<file path="src/rtl/ctrl_pkg.sv">
// Shared types for the multi-cycle control sequencer: FSM states, opcodes,
// ALU and register-file write-source selects.
package ctrl_pkg;

  typedef enum logic [3:0] {
    ST_INIT   = 4'd0,
    ST_FETCH  = 4'd1,
    ST_DECODE = 4'd2,
    ST_NOOP   = 4'd3,
    ST_STORE  = 4'd4,
    ST_LOAD_A = 4'd5,
    ST_LOAD_B = 4'd6,
    ST_ADD    = 4'd7,
    ST_SUB    = 4'd8,
    ST_JMP    = 4'd9,
    ST_BRZ_A  = 4'd10,
    ST_BRZ_B  = 4'd11,
    ST_HALT   = 4'd12
  } state_t;

  typedef enum logic [2:0] {
    OP_NOOP  = 3'd0,
    OP_STORE = 3'd1,
    OP_LOAD  = 3'd2,
    OP_ADD   = 3'd3,
    OP_SUB   = 3'd4,
    OP_HALT  = 3'd5,
    OP_JMP   = 3'd6,
    OP_BRZ   = 3'd7
  } op_t;

  typedef enum logic [1:0] {
    ALU_PASS_A = 2'd0,
    ALU_ADD    = 2'd1,
    ALU_SUB    = 2'd2
  } alu_sel_t;

  typedef enum logic [1:0] {
    RF_SEL_ALU = 2'd0,
    RF_SEL_MEM = 2'd1
  } rf_sel_t;

  // First execute state entered from DECODE for a legal opcode.
  function automatic state_t op_entry_state(input op_t op);
    state_t st;
    case (op)
      OP_NOOP:  st = ST_NOOP;
      OP_STORE: st = ST_STORE;
      OP_LOAD:  st = ST_LOAD_A;
      OP_ADD:   st = ST_ADD;
      OP_SUB:   st = ST_SUB;
      OP_HALT:  st = ST_HALT;
      OP_JMP:   st = ST_JMP;
      OP_BRZ:   st = ST_BRZ_A;
      default:  st = ST_NOOP;
    endcase
    return st;
  endfunction

endpackage

</file>
<file path="src/rtl/ctrl_sequencer_pc.sv">
// Program counter: load has priority over increment; increment wraps modulo 2^PC_W.
module ctrl_pc #(
  parameter int PC_W = 7
) (
  input  logic            clk_i,
  input  logic            rst_i,
  input  logic            inc_i,
  input  logic            load_i,
  input  logic [PC_W-1:0] load_val_i,
  output logic [PC_W-1:0] pc_o
);

  logic [PC_W-1:0] pc_q;
  logic [PC_W-1:0] pc_d;

  always_comb begin
    pc_d = pc_q;
    if (load_i) begin
      pc_d = load_val_i;
    end else if (inc_i) begin
      pc_d = pc_q + PC_W'(1);
    end else begin
      pc_d = pc_q;
    end
  end

  always_ff @(posedge clk_i or posedge rst_i) begin
    if (rst_i) begin
      pc_q <= '0;
    end else begin
      pc_q <= pc_d;
    end
  end

  assign pc_o = pc_q;

endmodule

</file>
<file path="src/rtl/ctrl_sequencer.sv">
// Multi-cycle fetch/decode/execute sequencer with ready-handshaked instruction and
// data memories. Outputs are registered from the next state, so they track state_q.
module ctrl_sequencer #(
  parameter int IR_W   = 16,
  parameter int OP_W   = 4,
  parameter int RF_A_W = 4,
  parameter int D_A_W  = 8,
  parameter int PC_W   = 7
) (
  input  logic              Clk,
  input  logic              Reset,
  input  logic              Run,
  input  logic [IR_W-1:0]   IR_in,
  input  logic              I_ready,
  input  logic              D_ready,
  input  logic              ALU_zero,
  output logic [PC_W-1:0]   PC_out,
  output logic              I_req,
  output logic [D_A_W-1:0]  D_addr,
  output logic              D_rd,
  output logic              D_wr,
  output logic [RF_A_W-1:0] RF_W_addr,
  output logic              RF_W_en,
  output logic [1:0]        RF_W_sel,
  output logic [RF_A_W-1:0] RF_Ra_addr,
  output logic [RF_A_W-1:0] RF_Rb_addr,
  output logic              RF_Ra_rd,
  output logic              RF_Rb_rd,
  output logic [1:0]        ALU_sel,
  output logic              Halted,
  output logic              Illegal,
  output logic [3:0]        State
);

  import ctrl_pkg::*;

  state_t            state_q, state_d;
  logic [IR_W-1:0]   ir_q, ir_d;
  logic              illegal_q, illegal_d;
  logic              pc_inc_s, pc_load_s;
  logic [OP_W-1:0]   opcode_s;

  logic              i_req_q, i_req_d;
  logic [D_A_W-1:0]  d_addr_q, d_addr_d;
  logic              d_rd_q, d_rd_d, d_wr_q, d_wr_d;
  logic [RF_A_W-1:0] w_addr_q, w_addr_d, ra_addr_q, ra_addr_d, rb_addr_q, rb_addr_d;
  logic              w_en_q, w_en_d, ra_rd_q, ra_rd_d, rb_rd_q, rb_rd_d;
  rf_sel_t           w_sel_q, w_sel_d;
  alu_sel_t          alu_sel_q, alu_sel_d;
  logic              halted_q, halted_d;

  assign opcode_s = ir_q[IR_W-1 -: OP_W];

  always_comb begin
    state_d   = state_q;
    ir_d      = ir_q;
    illegal_d = illegal_q;
    pc_inc_s  = 1'b0;
    pc_load_s = 1'b0;
    case (state_q)
      ST_INIT: begin
        if (Run) state_d = ST_FETCH;
        else     state_d = ST_INIT;
      end
      ST_FETCH: begin
        if (I_ready) begin
          ir_d     = IR_in;
          pc_inc_s = 1'b1;
          state_d  = ST_DECODE;
        end else begin
          state_d  = ST_FETCH;
        end
      end
      ST_DECODE: begin
        // Opcodes outside 0..7 raise the sticky flag and retire as NOOP.
        if (opcode_s > OP_W'(7)) begin
          illegal_d = 1'b1;
          state_d   = ST_NOOP;
        end else begin
          state_d   = op_entry_state(op_t'(opcode_s[2:0]));
        end
      end
      ST_NOOP, ST_ADD, ST_SUB, ST_LOAD_B: state_d = ST_FETCH;
      ST_JMP: begin
        pc_load_s = 1'b1;
        state_d   = ST_FETCH;
      end
      ST_STORE: begin
        if (D_ready) state_d = ST_FETCH;
        else         state_d = ST_STORE;
      end
      ST_LOAD_A: begin
        if (D_ready) state_d = ST_LOAD_B;
        else         state_d = ST_LOAD_A;
      end
      ST_BRZ_A: state_d = ST_BRZ_B;
      ST_BRZ_B: begin
        pc_load_s = ALU_zero;
        state_d   = ST_FETCH;
      end
      ST_HALT: state_d = ST_HALT;
      default: state_d = ST_INIT;
    endcase
  end

  // Output decode of the upcoming state/IR; registering it gives Moore outputs of state_q/ir_q.
  always_comb begin
    i_req_d   = 1'b0;
    d_addr_d  = '0;
    d_rd_d    = 1'b0;
    d_wr_d    = 1'b0;
    w_addr_d  = '0;
    w_en_d    = 1'b0;
    w_sel_d   = RF_SEL_ALU;
    ra_addr_d = '0;
    rb_addr_d = '0;
    ra_rd_d   = 1'b0;
    rb_rd_d   = 1'b0;
    alu_sel_d = ALU_PASS_A;
    halted_d  = 1'b0;
    case (state_d)
      ST_FETCH: i_req_d = 1'b1;
      ST_STORE: begin
        ra_rd_d   = 1'b1;
        ra_addr_d = ir_d[IR_W-OP_W-1 -: RF_A_W];
        d_wr_d    = 1'b1;
        d_addr_d  = ir_d[D_A_W-1:0];
      end
      ST_LOAD_A: begin
        d_rd_d   = 1'b1;
        d_addr_d = ir_d[D_A_W-1:0];
      end
      ST_LOAD_B: begin
        w_en_d   = 1'b1;
        w_sel_d  = RF_SEL_MEM;
        w_addr_d = ir_d[IR_W-OP_W-1 -: RF_A_W];
      end
      ST_ADD, ST_SUB: begin
        ra_rd_d   = 1'b1;
        rb_rd_d   = 1'b1;
        ra_addr_d = ir_d[IR_W-OP_W-RF_A_W-1 -: RF_A_W];
        rb_addr_d = ir_d[IR_W-OP_W-2*RF_A_W-1 -: RF_A_W];
        w_en_d    = 1'b1;
        w_addr_d  = ir_d[IR_W-OP_W-1 -: RF_A_W];
        alu_sel_d = (state_d == ST_ADD) ? ALU_ADD : ALU_SUB;
      end
      ST_BRZ_A: begin
        ra_rd_d   = 1'b1;
        ra_addr_d = ir_d[IR_W-OP_W-1 -: RF_A_W];
        alu_sel_d = ALU_PASS_A;
      end
      ST_HALT: halted_d = 1'b1;
      default: i_req_d = 1'b0;
    endcase
  end

  always_ff @(posedge Clk or posedge Reset) begin
    if (Reset) begin
      state_q   <= ST_INIT;
      ir_q      <= '0;
      illegal_q <= 1'b0;
      i_req_q   <= 1'b0;
      d_addr_q  <= '0;
      d_rd_q    <= 1'b0;
      d_wr_q    <= 1'b0;
      w_addr_q  <= '0;
      w_en_q    <= 1'b0;
      w_sel_q   <= RF_SEL_ALU;
      ra_addr_q <= '0;
      rb_addr_q <= '0;
      ra_rd_q   <= 1'b0;
      rb_rd_q   <= 1'b0;
      alu_sel_q <= ALU_PASS_A;
      halted_q  <= 1'b0;
    end else begin
      state_q   <= state_d;
      ir_q      <= ir_d;
      illegal_q <= illegal_d;
      i_req_q   <= i_req_d;
      d_addr_q  <= d_addr_d;
      d_rd_q    <= d_rd_d;
      d_wr_q    <= d_wr_d;
      w_addr_q  <= w_addr_d;
      w_en_q    <= w_en_d;
      w_sel_q   <= w_sel_d;
      ra_addr_q <= ra_addr_d;
      rb_addr_q <= rb_addr_d;
      ra_rd_q   <= ra_rd_d;
      rb_rd_q   <= rb_rd_d;
      alu_sel_q <= alu_sel_d;
      halted_q  <= halted_d;
    end
  end

  ctrl_pc #(.PC_W(PC_W)) u_pc (
    .clk_i      (Clk),
    .rst_i      (Reset),
    .inc_i      (pc_inc_s),
    .load_i     (pc_load_s),
    .load_val_i (ir_q[PC_W-1:0]),
    .pc_o       (PC_out)
  );

  assign I_req      = i_req_q;
  assign D_addr     = d_addr_q;
  assign D_rd       = d_rd_q;
  assign D_wr       = d_wr_q;
  assign RF_W_addr  = w_addr_q;
  assign RF_W_en    = w_en_q;
  assign RF_W_sel   = w_sel_q;
  assign RF_Ra_addr = ra_addr_q;
  assign RF_Rb_addr = rb_addr_q;
  assign RF_Ra_rd   = ra_rd_q;
  assign RF_Rb_rd   = rb_rd_q;
  assign ALU_sel    = alu_sel_q;
  assign Halted     = halted_q;
  assign Illegal    = illegal_q;
  assign State      = state_q;

endmodule

</file>
<file path="config.mk">
export PLATFORM = sky130hd
export DESIGN_NAME = ctrl_sequencer
export DESIGN_NICKNAME = d
export VERILOG_FILES = /design/src/rtl/ctrl_pkg.sv /design/src/rtl/ctrl_sequencer_pc.sv /design/src/rtl/ctrl_sequencer.sv
export SDC_FILE = /design/constraint.sdc
export NUM_CORES = 1
export LEC_CHECK = 0
export BUFFER_PORTS_ARGS = -buffer_cell sky130_fd_sc_hd__buf_2
export CAP_MARGIN = 10
export CORE_MARGIN = 2
export CORE_UTILIZATION = 30
export DETAILED_ROUTE_END_ITERATION = 8
export GPL_TIMING_DRIVEN = 0
export PLACE_DENSITY = 0.51
export SYNTH_ARGS = -nofsm -noshare
export SYNTH_HDL_FRONTEND = slang
export SYNTH_HIERARCHICAL = 1
export SYNTH_SLANG_ARGS = --single-unit
</file>
<file path="constraint.sdc">
create_clock -name Clk -period 2.1 [get_ports Clk]
set_input_delay 0.21 -clock Clk [delete_from_list [all_inputs] [get_ports Clk]]
set_output_delay 0.21 -clock Clk [all_outputs]
set_load 0.02 [all_outputs]
</file>
==> out/results.tsv, run 1 <==
metric	value	unit
routed_via_density	4.48	
grt_pass1_vias	1949	
port_buffers	63	
stdcell_area	3590	sq um
die_w	98.0	microns
worstSetupPathType	flip-flop to flip-flop	
fin_crit_sh	0.988	
ir_worst_vdd	0.417	mV
power_density	1430	nW/um^2
min_path_type	input port to flip-flop	
r2r_cells	8	
rsz0062_at_grt	yes	
synthTopCellsByArea	dfrtp_1, mux2i_1, nor2_1, inv_1, nand2_1	
maxCapViolations	0	
timing.hold.ws	0.0786	ns
async_reset_ff_frac	1.00	
drive_above_1_share	0.433	
syn_avg_cell_area	11.4	sq um
insertedDiodeCount	0	
worstSetupEndpoint	RF_Ra_addr[0]$_DFF_PP0_	
synth_seq_area_share	0.547	
critical_path.max_stage_delay	0.40	ns
num_rows	34	
overflow	0	
end_kind	flip-flop	
ys_types	51	
netlist_instances	232	
insertion_delay	0.33	ns
hpwl	4450	microns
clkSlewWorstSetupHoldPaths	0.07	ns
worstSetupStartpoint	ir_q[12]$_DFFE_PP0P_	
dp_slack	-0.218	ns
clk_path_buf_depth	2	
use_met1	0.184	
crit_fanout	3	
core	8640	sq um
cts_made_buffers	9	
areaGrowthSynthToFinish	35.5	%
hold_viol_final	0	
worstHoldPathCells	3	
yosys_warnings	6	
drt-pass1-iter-count	4	
grt_pass1_wl	10200	microns
die_area	9610	sq um
cts_tree	yes	
antenna_found_initial	0	
final_nets	351	
clock-root-buffer	clkbuf_8	
wire_per_inst	14.2	microns
track_usage	0.137	
busiest_layer	met2	
yosysMostFrequentCell	dfrtp_1	
synth-main-ff-cell	dfrtp_1	
dieHeight	98.0	microns
synth_seq_cells	58	
r2r_start	ir_q[12]$_DFFE_PP0P_	
synth_area	2650	sq um
fmax	0.482	GHz
r2r_end	RF_Ra_addr[0]$_DFF_PP0_	
synth.top_cell.area_share	0.547	
finalWirelength	6240	microns
synth_edf_count	0	
yosysTopAreaCell	dfrtp_1	
numClockSinks	58	
fin_skew	0.00702	ns
io_pins	65	
h-tree-depth	3	
via_count	1961	
ant_nets	0	
slew_violations	0	
setup_viol	0	
drcViolationCount	0	
drt_iter0_drc	60	
cp_cell_sequence	inv_2 -> ha_4 -> mux2_4 -> o21ai_4 -> o221ai_4 -> or3_4 -> a211o_1 -> o21ai_2	
p_leak	1.86	nW
r2r_slack	0.03	ns
start_util	0.307	
final.min_clock_period	2.07	ns
status	completed	
tns	0	ns
grt_max_degree	40	
worst_path_max_delay_cell	dfrtp_1	
fin_ws	0.0256	ns
required	2.36	ns
place_congestion	0.726	
synth_nets	258	
place_area	3120	sq um
use_met3	0.0508	
worstPathArrival	2.34	ns
yosys-top-cells-count	dfrtp_1, nor2_1, inv_1	
grtUsageMet2	0.210	
startpoint_type	flip-flop	
final_core_util	0.416	
==> critical path, delay by kind of cell (launching register included) <==
| kind | cells | cell delay, ns |
|---|---|---|
| compound gates | 4 | 0.64 |
| flops | 1 | 0.40 |
| simple gates | 1 | 0.40 |
| mux | 1 | 0.28 |
| fa+ha+maj | 1 | 0.20 |
| buf+inv | 1 | 0.09 |
==> registers in the layout, summed over array words and instances, names as in the netlist, 2 cells and up <==
| signal | cells |
|---|---|
| RF_Ra_addr | 4 |
| RF_Rb_addr | 4 |
| ALU_sel | 2 |
| u_pc/pc_o | 7 |
| State | 4 |
| RF_W_addr | 4 |
| ir_q | 16 |
| D_addr | 8 |
==> metrics by stage <==
stage | total power [W] | instances
finish | 0.00515 | 438
global route | 0.00550 | 438
CTS | 0.00503 | 430
detailed placement | 0.00371 | 404
global placement | 0.00368 | 403
floorplan | 0.00316 | 232
==> timing repair <==
action,4_1_cts,5_1_grt
hold buffers,1,0
pin swaps,11,9
gates resized for setup,15,17
setup buffers,9,9
hold endpoints to repair,19,0
setup endpoints to repair,27,32
==> cells by family (layout without fill, tap and decap cells) <==
group,Yosys count,count (layout),share of synthesized area
muxes,19,19,0.0722
adders and majority gates,4,4,0.0189
buffers and inverters,35,133,0.0703
and+or+nand+nor,76,76,0.159
xor gates and xnor gates,5,5,0.0165
DFF,58,58,0.547
other,1,1,0.00141
AOI/OAI and AO/OA,34,34,0.114
==> layout by cell type, fill, tap and decap left out, types with 2 or more instances in the layout <==
cell / synthesis / final
a31oi_4: 1 / 2
mux2i_2: 0 / 3
mux2i_1: 18 / 14
o21ai_1: 6 / 6
nand4_1: 2 / 2
o22ai_1: 3 / 3
inv_2: 1 / 3
o32ai_1: 3 / 3
buf_6: 5 / 7
dfrtp_2: 0 / 3
clkbuf_8: 0 / 11
ha_1: 4 / 3
or3b_4: 1 / 2
nor2_1: 27 / 21
dfrtp_1: 58 / 55
buf_4: 4 / 21
inv_1: 23 / 21
or4_1: 2 / 2
a21oi_1: 2 / 2
a21o_1: 2 / 2
xor2_1: 4 / 4
nor2_2: 1 / 6
nor2b_1: 6 / 6
buf_2: 2 / 63
o21ai_0: 6 / 5
nand2_1: 17 / 17
nand3_1: 7 / 7
clkbuf_1: 0 / 3
==> per-layer routing <==
metal	share of wire	wire, microns	vias to the layer above
met1	0.46	2900	945
met2	0.47	2910	41
li1	-	-	968
met4	0.011	71	0
met5	0	0	-
met3	0.057	356	7
==> worst min-delay path by stage <==
stage	startpoint	end	slack, ns
detailed placement	Reset	u_pc/pc_o[0]$_DFFE_PP0P_	0.18
global route	IR_in[14]	ir_q[14]$_DFFE_PP0P_	0.08
CTS	IR_in[14]	ir_q[14]$_DFFE_PP0P_	0.07
floorplan	Reset	u_pc/pc_o[0]$_DFFE_PP0P_	0.01
global placement	Reset	u_pc/pc_o[0]$_DFFE_PP0P_	0.17
finish	IR_in[14]	ir_q[14]$_DFFE_PP0P_	0.08
==> area by class of cell <==
class,count,area (sq um)
fill,847,5040
clock inverter,2,35.0
sequential,58,1460
multi-input combinational,139,1130
timing repair buffer,83,484
tap,108,135
buffer,10,97.6
clock buffer,14,163
inverter,24,90.1
==> power by group <==
part           switching (W)  leakage, nW  total [W]  internal (W)
registers           0.000243        0.750    0.00170       0.00146
logic                0.00136         1.01    0.00241       0.00105
clock network       0.000420        0.101    0.00103      0.000613
total                0.00202         1.86    0.00515       0.00313
Note: power is estimated with default switching activity, not from simulation.
==> run 2, diff against run 1 <==
CORE_UTILIZATION = 45   (was 30)
PLACE_DENSITY = 0.71   (was 0.51)
==> run 2 against run 1 <==
Largest power group unchanged. Sequential cell count is the same. Combinational power up 2%. Sequential power barely moved. Wire length shrank 4.3%. Core utilization rose by 21 points. Critical path depth is the same.
==> out/results.tsv, run 2 (synthesized netlist as in run 1, its figures left out) <==
metric	value	unit
status	completed	
drcViolationCount	0	
num_rows	27	
largest_register_ff_count	16	
h-tree-depth	3	
antenna_found_initial	0	
insertedDiodeCount	0	
ant_nets	0	
critical_path.max_stage_delay	0.41	ns
regArea	1450	sq um
via_count	1956	
grt_pass1_wl	9190	microns
power	0.00501	W
clock-root-buffer	clkbuf_8	
drive_above_1_share	0.428	
min_path_type	input port to flip-flop	
die_w	80.8	microns
power_density	1430	nW/um^2
drt_iter0_drc	113	
timing.hold.ws	0.0896	ns
io_pins	65	
required	2.36	ns
wire_per_inst	15.0	microns
final_cell_mix	buf_2, dfrtp_1, nor2_1	
final_nets	348	
worst_path_max_delay_cell	dfrtp_1	
track_usage	0.193	
fmax	0.480	GHz
worstPathArrival	2.34	ns
clkSlewWorstSetupHoldPaths	0.07	ns
hold_viol_final	0	
dieHeight	80.8	microns
final_core_util	0.623	
final_common_cell	buf_2	
multiInputGateArea	1130	sq um
cp_cell_sequence	buf_4 -> ha_1 -> mux2_4 -> o21ai_4 -> o221ai_4 -> or3_4 -> a211o_1 -> o21ai_2	
regMostFlops	ir_q	
place_congestion	0.888	
startpoint_type	flip-flop	
finalNonFillerCells	397	
worstHoldPathCells	3	
setup_viol	0	
dp.cells	368	
ir_worst_vdd	0.804	mV
p_leak	1.83	nW
cts_tree	yes	
worstSetupPathType	flip-flop to flip-flop	
routed_via_density	4.93	
use_met1	0.251	
fin_crit_sh	0.993	
die_area	6520	sq um
fillCellCount	481	
r2r_cells	8	
overflow	0	
hpwl	4040	microns
fin_skew	0.0100	ns
insertion_delay	0.33	ns
drt-pass1-iter-count	4	
final.min_clock_period	2.09	ns
core	5610	sq um
maxCapViolations	0	
grt_pass1_vias	1915	
start_util	0.473	
crit_fanout	3	
cts_made_buffers	9	
use_met3	0.0678	
finalWirelength	5970	microns
end_kind	flip-flop	
rsz0062_at_grt	yes	
grt_max_degree	46	
grtUsageMet2	0.294	
slew_violations	0	
port_buffers	63	
numClockSinks	58	
clk_path_buf_depth	2	
areaGrowthSynthToFinish	31.7	%
busiest_layer	met2	
## run 2: through the flow
| step | instance area, sq um | setup TNS [ns] | setup WS (ns) |
|---|---|---|---|
| finish | 3490 | 0 | 0.0146 |
| global route | 3490 | -0.440 | -0.0537 |
| CTS | 3350 | -0.0199 | -0.0194 |
| detailed placement | 3080 | -2.01 | -0.160 |
| global placement | 3060 | -1.59 | -0.137 |
| floorplan | 2650 | 0 | 0.0345 |
## run 2: final timing paths
check,from,endpoint,slack [ns]
worst min-delay path,IR_in[12],ir_q[12]$_DFFE_PP0P_,0.09
worst max register to register,ir_q[12]$_DFFE_PP0P_,RF_Ra_addr[0]$_DFF_PP0_,0.01
max in group asynchronous,Reset,State[2]$_DFF_PP0_,1.26
min in group asynchronous,Reset,ir_q[13]$_DFFE_PP0P_,0.34
worst max-delay path,ir_q[12]$_DFFE_PP0P_,RF_Ra_addr[0]$_DFF_PP0_,0.01
worst min register to register,Illegal$_DFFE_PP0P_,Illegal$_DFFE_PP0P_,0.46
## run 2: what timing repair did
action	4_1_cts	5_1_grt
hold buffers	1	0
gates resized for setup	10	23
buffers inserted	7	7
pin swaps	4	14
endpoints found under the hold margin	13	0
setup endpoints to repair	20	29
## run 2: per-layer routing
layer,up-vias,part of all wire
met1,937,0.45
met5,-,0
met3,12,0.061
met4,0,0.022
li1,955,-
met2,52,0.47
## run 2: critical path: cells and delay by family, from the launching register on
| family | cells | cell delay [ns] |
|---|---|---|
| buffers and inverters | 1 | 0.15 |
| multiplexers | 1 | 0.27 |
| AND/OR/NAND/NOR | 1 | 0.36 |
| flip-flops | 1 | 0.41 |
| adder cells (fa/ha/maj) | 1 | 0.19 |
| AO/OA/AOI/OAI | 4 | 0.63 |
## run 2: report_power, final
group / internal, W / switching, W / leakage [nW]
clock: 0.000443 / 0.000407 / 0.0810
combinational: 0.00107 / 0.00138 / 0.999
sequential: 0.00146 / 0.000248 / 0.752
total: 0.00298 / 0.00203 / 1.83
## run 2: cell type report
cell class / count / area share
Sequential cell: 58 / 0.416
Multi-Input combinational cell: 139 / 0.323
Timing Repair Buffer: 79 / 0.131
Clock buffer: 11 / 0.0405
Buffer: 11 / 0.0322
Inverter: 24 / 0.0258
Tap cell: 72 / 0.0258
Clock inverter: 3 / 0.00501
==> run 3, diff against run 2 <==
CTS_BUF_LIST = sky130_fd_sc_hd__clkbuf_4 sky130_fd_sc_hd__clkbuf_8   (was unset)
==> run 3 against run 2 <==
Sequential cell count did not move. Setup slack unchanged. Combinational power barely moved. Wire length stayed put. Cell count is the same. Critical path type unchanged. Clock power increased by 2%. Register-to-register slack about the same. Core utilization up 0.067 points. Critical endpoint unchanged. Critical path depth did not move.
==> out/results.tsv, run 3 (synthesized netlist as in run 1, its figures left out) <==
metric	value	unit
status	completed	
regMostFlops	ir_q	
clkSlewWorstSetupHoldPaths	0.07	ns
setup_viol	0	
start_util	0.473	
worstPathArrival	2.34	ns
power	0.00502	W
p_leak	1.84	nW
fillCellCount	479	
wl_met2	2790	microns
insertion_delay	0.33	ns
path_delay_family	compound AO/OA/AOI/OAI gates	
largest_register_ff_count	16	
r2r_cells	8	
hold_viol_final	0	
drt-pass1-iter-count	4	
drcViolationCount	0	
worstHoldPathCells	3	
fin_crit_sh	0.993	
areaGrowthSynthToFinish	31.8	%
multiInputGateArea	1130	sq um
num_rows	27	
worstSetupPathType	flip-flop to flip-flop	
critical_path.max_stage_delay	0.41	ns
drt_iter0_drc	113	
wl_met1	2680	microns
ant_nets	0	
grt_max_degree	46	
cts_made_buffers	9	
port_buffers	63	
wire_per_inst	15.0	microns
h-tree-depth	3	
grt_pass1_vias	1915	
cp_cell_sequence	buf_4 -> ha_1 -> mux2_4 -> o21ai_4 -> o221ai_4 -> or3_4 -> a211o_1 -> o21ai_2	
fin_ws	0.0146	ns
slew_violations	0	
numClockSinks	58	
crit_cells	8	
worst_path_max_delay_cell	dfrtp_1	
insertedDiodeCount	0	
routed_via_density	4.93	
timing.hold.ws	0.0896	ns
antenna_found_initial	0	
io_pins	65	
required	2.36	ns
startpoint_type	flip-flop	
dieHeight	80.8	microns
cts_tree	yes	
crit_fanout	3	
dp_slack	-0.160	ns
die_area	6520	sq um
final_cell_mix	buf_2, dfrtp_1, nor2_1	
final_common_cell	buf_2	
clock-root-buffer	clkbuf_8	
overflow	0	
track_usage	0.193	
rsz0062_at_grt	yes	
place_congestion	0.888	
clk_path_buf_depth	2	
final.min_clock_period	2.09	ns
die_w	80.8	microns
via_count	1956	
hpwl	4040	microns
maxCapViolations	0	
power_density	1440	nW/um^2
end_kind	flip-flop	
dr.max_layer_used	met4	
crit_buf_inv	1	
ir_worst_vdd	0.804	mV
grt_pass1_wl	9190	microns
min_path_type	input port to flip-flop	
core	5610	sq um
final_nets	348	
drive_above_1_share	0.431	
fmax	0.480	GHz
fin_skew	0.0100	ns
wl_met3	364	microns
finalWirelength	5970	microns
regArea	1450	sq um
[run 3: cell counts in the layout (fill, tap and decap cells not counted)]
Identical to the previous run, type by type.
[run 3: final cells by class]
| type | instances | area share |
|---|---|---|
| buffer | 11 | 0.0322 |
| tap | 72 | 0.0258 |
| sequential | 58 | 0.416 |
| inverter | 24 | 0.0258 |
| timing repair buffer | 79 | 0.131 |
| clock inverter | 3 | 0.00501 |
| clock buffer | 11 | 0.0415 |
| multi-input combinational | 139 | 0.323 |
[run 3: tightest hold or removal path, cell delays in order]
cell     delay (ns)
buf_2          0.07
nand2_1        0.03
o21ai_0        0.06
[run 3: path summary, 6_finish.rpt]
path                                      startpoint                 endpoint  slack (ns)
worst min register to register   Illegal$_DFFE_PP0P_      Illegal$_DFFE_PP0P_        0.46
max in group asynchronous                      Reset       State[2]$_DFF_PP0_        1.26
worst max-delay path            ir_q[12]$_DFFE_PP0P_  RF_Ra_addr[0]$_DFF_PP0_        0.01
worst max register to register  ir_q[12]$_DFFE_PP0P_  RF_Ra_addr[0]$_DFF_PP0_        0.01
worst min-delay path                       IR_in[12]     ir_q[12]$_DFFE_PP0P_        0.09
min in group asynchronous                      Reset     ir_q[13]$_DFFE_PP0P_        0.34
[run 3: through the flow]
step                      cells  cell area [sq um]  setup TNS [ns]   util
after floorplan             232               2650               0      -
after global placement      367               3060           -1.59  0.546
after detailed placement    368               3080           -2.01  0.549
after CTS                   390               3360         -0.0207  0.598
after global routing        397               3500          -0.442  0.624
final                       397               3500               0  0.624
[run 3: metal layers]
layer,track usage,up-vias
met2,0.294,52
met3,0.0678,12
li1,-,955
met4,0.0814,0
met1,0.251,937
met5,0,-
[run 3: power breakdown]
group	leakage (nW)	switching [W]	total [W]	internal (W)
Clock	0.0845	0.000407	0.000862	0.000456
Sequential	0.752	0.000248	0.00171	0.00146
Combinational	0.999	0.00138	0.00245	0.00107
Total	1.84	0.00203	0.00502	0.00299
[run 3: timing repair]
action	in CTS	in global routing
pin swaps	4	14
gates resized for setup	10	23
endpoints found under the hold margin	13	0
hold buffers	1	0
endpoints found under the setup margin	20	29
setup buffers	7	7
